File: src/rtl/wb_port_arbiter_if.sv
// Bundle of producer handshakes and the register-file write port for
// wb_port_arbiter. clk/rst stay outside the interface.
//
// Handshake: a producer raises *_valid_i with its register index and data and
// keeps all three stable until it sees *_ready_o = 1 at a rising edge; the
// entry is taken at exactly that edge. *_ready_o depends only on the FIFO
// count, never on *_valid_i or on the same-cycle pop.
interface wb_port_arbiter_if #(
  parameter int AW = 4,
  parameter int DW = 32
);
  logic          alu_valid_i;
  logic [AW-1:0] alu_r_i;
  logic [DW-1:0] alu_data_i;
  logic          alu_ready_o;
  logic          ld_valid_i;
  logic [AW-1:0] ld_r_i;
  logic [DW-1:0] ld_data_i;
  logic          ld_ready_o;
  logic          wb_o;
  logic [AW-1:0] wb_r_o;
  logic [DW-1:0] wb_data_o;
  logic          stall_o;
  logic          grant_o;

  // Arbiter side.
  modport slave (
    input  alu_valid_i, alu_r_i, alu_data_i, ld_valid_i, ld_r_i, ld_data_i,
    output alu_ready_o, ld_ready_o, wb_o, wb_r_o, wb_data_o, stall_o, grant_o
  );

  // Producer / register-file side.
  modport master (
    output alu_valid_i, alu_r_i, alu_data_i, ld_valid_i, ld_r_i, ld_data_i,
    input  alu_ready_o, ld_ready_o, wb_o, wb_r_o, wb_data_o, stall_o, grant_o
  );
endinterface

File: src/rtl/wb_port_arbiter.sv
// Shares the register file's single write port between the ALU and the load
// unit. Each source owns a small circular FIFO; a round-robin scheduler pops
// at most one entry per cycle into the registered wb/wb_r/wb_data outputs.
module wb_port_arbiter #(
  parameter int DEPTH = 2,
  parameter int AW    = 4,
  parameter int DW    = 32
) (
  input logic              clk,
  input logic              rst,
  wb_port_arbiter_if.slave bus
);
  localparam int PW = $clog2(DEPTH);
  localparam int CW = PW + 1;
  localparam int EW = AW + DW;

  logic [EW-1:0] alu_mem [DEPTH];
  logic [EW-1:0] ld_mem  [DEPTH];
  logic [PW-1:0] alu_wp, alu_rp, ld_wp, ld_rp;
  logic [CW-1:0] alu_cnt, ld_cnt;
  logic          alu_full, ld_full, alu_ne, ld_ne;
  logic          alu_push, ld_push, alu_pop, ld_pop;
  logic          last_grant;

  logic          wb_q, grant_q;
  logic [AW-1:0] wb_r_q;
  logic [DW-1:0] wb_data_q;

  assign alu_full = (alu_cnt == CW'(DEPTH));
  assign ld_full  = (ld_cnt == CW'(DEPTH));
  assign alu_ne   = (alu_cnt != '0);
  assign ld_ne    = (ld_cnt != '0);

  assign alu_push = bus.alu_valid_i & ~alu_full;
  assign ld_push  = bus.ld_valid_i & ~ld_full;

  assign bus.alu_ready_o = ~alu_full;
  assign bus.ld_ready_o  = ~ld_full;
  assign bus.stall_o     = alu_full | ld_full;
  assign bus.wb_o        = wb_q;
  assign bus.wb_r_o      = wb_r_q;
  assign bus.wb_data_o   = wb_data_q;
  assign bus.grant_o     = grant_q;

  // Round-robin pick on pre-edge counts: a lone non-empty FIFO always wins,
  // otherwise the source not served last time goes.
  always_comb begin
    alu_pop = 1'b0;
    ld_pop  = 1'b0;
    if (alu_ne && ld_ne) begin
      alu_pop = last_grant;
      ld_pop  = ~last_grant;
    end else begin
      alu_pop = alu_ne;
      ld_pop  = ld_ne;
    end
  end

  // ALU FIFO pointers and occupancy.
  always_ff @(posedge clk or posedge rst) begin
    if (rst) begin
      alu_wp  <= '0;
      alu_rp  <= '0;
      alu_cnt <= '0;
    end else begin
      if (alu_push) alu_wp <= alu_wp + PW'(1);
      if (alu_pop)  alu_rp <= alu_rp + PW'(1);
      case ({alu_push, alu_pop})
        2'b10:   alu_cnt <= alu_cnt + CW'(1);
        2'b01:   alu_cnt <= alu_cnt - CW'(1);
        default: alu_cnt <= alu_cnt;
      endcase
    end
  end

  // Load FIFO pointers and occupancy.
  always_ff @(posedge clk or posedge rst) begin
    if (rst) begin
      ld_wp  <= '0;
      ld_rp  <= '0;
      ld_cnt <= '0;
    end else begin
      if (ld_push) ld_wp <= ld_wp + PW'(1);
      if (ld_pop)  ld_rp <= ld_rp + PW'(1);
      case ({ld_push, ld_pop})
        2'b10:   ld_cnt <= ld_cnt + CW'(1);
        2'b01:   ld_cnt <= ld_cnt - CW'(1);
        default: ld_cnt <= ld_cnt;
      endcase
    end
  end

  // FIFO storage; stale contents are harmless because counts gate every read.
  always_ff @(posedge clk) begin
    if (alu_push) alu_mem[alu_wp] <= {bus.alu_r_i, bus.alu_data_i};
    if (ld_push)  ld_mem[ld_wp]   <= {bus.ld_r_i, bus.ld_data_i};
  end

  // Registered write port; index/data/grant hold through idle cycles.
  always_ff @(posedge clk or posedge rst) begin
    if (rst) begin
      wb_q       <= 1'b0;
      wb_r_q     <= '0;
      wb_data_q  <= '0;
      grant_q    <= 1'b0;
      last_grant <= 1'b1;
    end else begin
      wb_q <= alu_pop | ld_pop;
      if (alu_pop) begin
        {wb_r_q, wb_data_q} <= alu_mem[alu_rp];
        grant_q             <= 1'b0;
        last_grant          <= 1'b0;
      end else if (ld_pop) begin
        {wb_r_q, wb_data_q} <= ld_mem[ld_rp];
        grant_q             <= 1'b1;
        last_grant          <= 1'b1;
      end
    end
  end
endmodule

File: src/flat_wrapper.sv
// flat-port wrapper written by rule: the top's interface ports become plain ports
module wb_port_arbiter_flat 
#(
  parameter int DEPTH = 2,
  parameter int AW    = 4,
  parameter int DW    = 32
)
  (clk, rst, bus_alu_valid_i, bus_alu_r_i, bus_alu_data_i, bus_ld_valid_i, bus_ld_r_i, bus_ld_data_i, bus_alu_ready_o, bus_ld_ready_o, bus_wb_o, bus_wb_r_o, bus_wb_data_o, bus_stall_o, bus_grant_o);
  wb_port_arbiter_if #(.AW(AW), .DW(DW)) bus_i ();
  input logic clk;
  input logic rst;
  input wire logic [$bits(bus_i.alu_valid_i)-1:0] bus_alu_valid_i;
  input wire logic [$bits(bus_i.alu_r_i)-1:0] bus_alu_r_i;
  input wire logic [$bits(bus_i.alu_data_i)-1:0] bus_alu_data_i;
  input wire logic [$bits(bus_i.ld_valid_i)-1:0] bus_ld_valid_i;
  input wire logic [$bits(bus_i.ld_r_i)-1:0] bus_ld_r_i;
  input wire logic [$bits(bus_i.ld_data_i)-1:0] bus_ld_data_i;
  output wire logic [$bits(bus_i.alu_ready_o)-1:0] bus_alu_ready_o;
  output wire logic [$bits(bus_i.ld_ready_o)-1:0] bus_ld_ready_o;
  output wire logic [$bits(bus_i.wb_o)-1:0] bus_wb_o;
  output wire logic [$bits(bus_i.wb_r_o)-1:0] bus_wb_r_o;
  output wire logic [$bits(bus_i.wb_data_o)-1:0] bus_wb_data_o;
  output wire logic [$bits(bus_i.stall_o)-1:0] bus_stall_o;
  output wire logic [$bits(bus_i.grant_o)-1:0] bus_grant_o;
  assign bus_i.alu_valid_i = bus_alu_valid_i;
  assign bus_i.alu_r_i = bus_alu_r_i;
  assign bus_i.alu_data_i = bus_alu_data_i;
  assign bus_i.ld_valid_i = bus_ld_valid_i;
  assign bus_i.ld_r_i = bus_ld_r_i;
  assign bus_i.ld_data_i = bus_ld_data_i;
  assign bus_alu_ready_o = bus_i.alu_ready_o;
  assign bus_ld_ready_o = bus_i.ld_ready_o;
  assign bus_wb_o = bus_i.wb_o;
  assign bus_wb_r_o = bus_i.wb_r_o;
  assign bus_wb_data_o = bus_i.wb_data_o;
  assign bus_stall_o = bus_i.stall_o;
  assign bus_grant_o = bus_i.grant_o;
  wb_port_arbiter #(.DEPTH(DEPTH), .AW(AW), .DW(DW)) u_core (.clk(clk), .rst(rst), .bus(bus_i));
endmodule
File: config.mk
export PLATFORM = sky130hd
export DESIGN_NAME = wb_port_arbiter_flat
export DESIGN_NICKNAME = d
export VERILOG_FILES = /design/src/rtl/wb_port_arbiter_if.sv /design/src/rtl/wb_port_arbiter.sv /design/src/flat_wrapper.sv
export SDC_FILE = /design/constraint.sdc
export NUM_CORES = 1
export LEC_CHECK = 0
export CELL_PAD_IN_SITES_DETAIL_PLACEMENT = 1
export CELL_PAD_IN_SITES_GLOBAL_PLACEMENT = 1
export CORE_UTILIZATION = 30
export CTS_CLUSTER_SIZE = 40
export DETAILED_ROUTE_END_ITERATION = 6
export DONT_BUFFER_PORTS = 1
export GPL_TIMING_DRIVEN = 1
export MAX_ROUTING_LAYER = met4
export PLACE_DENSITY_LB_ADDON = 0.12
export SLEW_MARGIN = 20
export SYNTH_ARGS = -nofsm -noshare
export SYNTH_HDL_FRONTEND = slang
export SYNTH_SLANG_ARGS = --single-unit
File: constraint.sdc
create_clock -name clk -period 3.5 [get_ports clk]
set_clock_uncertainty 0.1 [all_clocks]
set_input_delay 0.35 -clock clk [delete_from_list [all_inputs] [get_ports clk]]
set_output_delay 0.35 -clock clk [all_outputs]
set_load 0.05 [all_outputs]
==> flow_summary.toml <==
[placement]
place_area_um2 = 7790
port_buffers = 0
post-dp-hpwl_mm = 10.1
placer_congestion_estimate = 0.699

[global_route]
grt_first_pass_wirelength_mm = 25.9
grt_start_max_net_pins = 75
antenna_found_initial = 0
grt_remaining_overflow = 0
vias_in_the_first_global_route = 4377
grt_usage_pct = 14.0

[clock_network]
worst_skew_late_latency_ns = 0.42
cts_buffer_depth = 2
path_clk_slew_ns = 0.07
clk_root_buffer_cell = "sky130_fd_sc_hd__clkbuf_16"
postCtsSetupRepairBufs = 0
cts_resized = 0
tritoncts = "done"
cts-htree-levels = 4
tritoncts.num_buffers = 17
clock-sinks = 191

[timing]
period_minus_slack_ns = 2.48
unrepaired_setup_endpoints_after_global_routing = "no"
slew_violations = 0
worst-slew-pin-transition_ns = 0.988
setup-violations-final = 0
finalHoldViolCount = 0
max-slew-margin-rel_pct = 34.1
totalNegativeSetupSlack_ns = 0
clock.fmax_ghz = 0.404
post-route-period-util_pct = 70.7

[layout]
drive_above_1_share_pct = 21.6
mostFrequentLayoutCell = "sky130_fd_sc_hd__edfxtp_1"
fillCellCount = 2457
final_design_area_no_fill_um2 = 9160
layout_common_cells = "144 x sky130_fd_sc_hd__edfxtp_1, 73 x sky130_fd_sc_hd__dlygate4sd3_1, 44 x sky130_fd_sc_hd__dfrtp_1, 38 x sky130_fd_sc_hd__nor2_1"
area_growth_pct = 22.4
post_route_core_utilization_pct = 37.6
layout.nets = 583
antenna-diode-count = 0

[floorplan]
core_area_um2 = 24400
die_w_um = 160
std_cell_rows = 57
initial_utilization_pct = 30.7
die-area_um2 = 25600
die_span_in_y_um = 160
design.portCount = 117

[worst_setup_path]
critical_path.top_delay_family = "simple AND/OR/NAND/NOR gates"
crit_fanout = 36
crit_path_start_kind = "flip-flop"
worstPathCellList = "nand2b_1, and3_2"
worstSetupEndpointType = "flip-flop"
worst-setup-path-type = "flip-flop to flip-flop"
worst-endpoint-arrival_ns = 2.42
worst_path_largest_cell_delay_ns = 0.93
timing.critical_path.slowest_stage_cell = "sky130_fd_sc_hd__and3_2"
worst-endpoint-required_ns = 3.44
timing.critical_path.buf_inv = 0

[yosys]
yosysWarnings = 0
synth_nets = 513
synthesis.area_um2 = 7480
synth.ff_latch_count = 191
synth_cells = 435
seq_area_frac_synth_pct = 73.5
post_synth_num_cell_types = 26
async_reset_ff_share_pct = 24.6
average_instance_area_after_synthesis_um2 = 17.2
synth_enable_flop_cells = 144
ys_dominant_reg_cell = "sky130_fd_sc_hd__edfxtp_1"

[routing]
detailedRoute.firstIterationViolations = 139
dr_total_vias = 3874
route.detailed.vias_per_inst = 4.60
drt.antenna.violating_nets = 0
drt_drc_violations_left = 0
finalWirelength_mm = 16.6
avgRoutedWirePerCell_um = 19.7
drt_pass1_iterations = 4

[worst_hold_path]
timing.hold.worst.class = "input port to flip-flop"

[pwr]
pwr_density_cell_nw_per_um2 = 984
p_total_w = 0.00902
ir_worst_vdd_mv = 0.379
total_leakage_power_nw = 3.19

[job]
timing.max_cap.violations = 0

[status]
status = "finished clean"
cell families (layout without fill, tap and decap cells):
| family | count (synthesis) | after routing | share of synthesized area [%] |
|---|---|---|---|
| AND/OR/NAND/NOR | 86 | 86 | 5.22 |
| adder cells (fa/ha/maj) | 2 | 2 | 0.334 |
| flip-flops | 191 | 191 | 73.5 |
| XOR/XNOR | 10 | 10 | 1.17 |
| buffers and inverters | 33 | 116 | 2.62 |
| multiplexers | 72 | 72 | 10.2 |
| AO/OA/AOI/OAI | 41 | 41 | 6.92 |
Yosys cell counts (2+ instances only):
cell                       number  area (µm²)
sky130_fd_sc_hd__edfxtp_1     144        4320
sky130_fd_sc_hd__ha_1           2        25.0
sky130_fd_sc_hd__and3_1         2        12.5
sky130_fd_sc_hd__dfrtp_1       46        1150
sky130_fd_sc_hd__nor3_1        36         180
sky130_fd_sc_hd__inv_1          4        15.0
sky130_fd_sc_hd__a311oi_1       9        78.8
sky130_fd_sc_hd__nand2_1        3        11.3
sky130_fd_sc_hd__clkbuf_1      10        37.5
sky130_fd_sc_hd__mux2i_1       36         360
sky130_fd_sc_hd__xnor2_1        8        70.1
sky130_fd_sc_hd__nor2_1        40         150
sky130_fd_sc_hd__buf_4          2        15.0
sky130_fd_sc_hd__mux2_2        36         405
sky130_fd_sc_hd__nand2b_1       2        12.5
sky130_fd_sc_hd__o21ai_0        3        15.0
sky130_fd_sc_hd__buf_6          7        78.8
sky130_fd_sc_hd__xor2_1         2        17.5
sky130_fd_sc_hd__buf_2         10        50.1
sky130_fd_sc_hd__a311oi_2      27         405
registers in the layout (all words and copies together) (netlist names):
register,cells
u_core.bus.wb_data_o,32
u_core.alu_wp,1
u_core.alu_cnt,2
u_core.ld_rp,1
u_core.ld_cnt,2
u_core.bus.wb_r_o,4
u_core.bus.grant_o,1
u_core.alu_mem,72
u_core.ld_wp,1
u_core.last_grant,1
u_core.alu_rp,1
u_core.ld_mem,72
u_core.bus.wb_o,1
through the flow:
| step | setup WS (ns) | hold slack [ns] | instances |
|---|---|---|---|
| detailed placement | 0.970 | 0.252 | 737 |
| global placement | 1.05 | 0.229 | 737 |
| CTS | 0.966 | 0.0803 | 842 |
| finish | 1.02 | 0.104 | 842 |
| floorplan | 0.277 | 0.349 | 435 |
| global route | 0.876 | 0.0943 | 842 |
worst paths after layout:
check / start / to / slack [ns] / depth (start not counted)
max in group asynchronous: rst / u_core.last_grant$_DFFE_PP1P_ / 2.08 / 3
max reg2reg: u_core.ld_cnt[0]$_DFFE_PP0P_ / u_core.ld_mem[1][24]$_DFFE_PP_ / 1.02 / 2
min: bus_alu_valid_i / u_core.alu_wp$_DFFE_PP0P_ / 0.10 / 2
min in group asynchronous: rst / u_core.bus.wb_data_o[9]$_DFFE_PP0P_ / 0.36 / 2
max: u_core.ld_cnt[0]$_DFFE_PP0P_ / u_core.ld_mem[1][24]$_DFFE_PP_ / 1.02 / 2
min reg2reg: u_core.alu_wp$_DFFE_PP0P_ / u_core.alu_wp$_DFFE_PP0P_ / 0.45 / 1
power by group:
part           leakage, nW  internal, W  total (W)  switching, W
registers             1.87      0.00319    0.00454       0.00135
clock network        0.312      0.00127    0.00210      0.000828
logic                 1.01      0.00106    0.00237       0.00131
total                 3.19      0.00553    0.00902       0.00349
metal layers:
layer / share of wire, % / GRT usage (%) / vias to the layer above / wire [µm]
met2: 51 / 23.4 / 82 / 8530
met4: 0.60 / 3.64 / 0 / 100
met5: 0 / - / - / 0
met3: 5.5 / 4.29 / 8 / 911
met1: 43 / 16.5 / 1966 / 7090
li1: - / - / 1818 / -
timing repair:
item | in CTS | in global routing
setup endpoints to repair | 0 | 0
hold endpoints to repair | 166 | 0
hold buffers | 73 | 0
cell type report:
type / instances / area [µm²] / area share [%]
Clock inverter: 14 / 211 / 2.31
Clock buffer: 18 / 429 / 4.68
Sequential cell: 191 / 5510 / 60.1
Timing Repair Buffer: 80 / 783 / 8.55
Tap cell: 324 / 405 / 4.42
Inverter: 4 / 15.0 / 0.164
Multi-Input combinational cell: 211 / 1810 / 19.8
(Power assumes the default switching activity.)
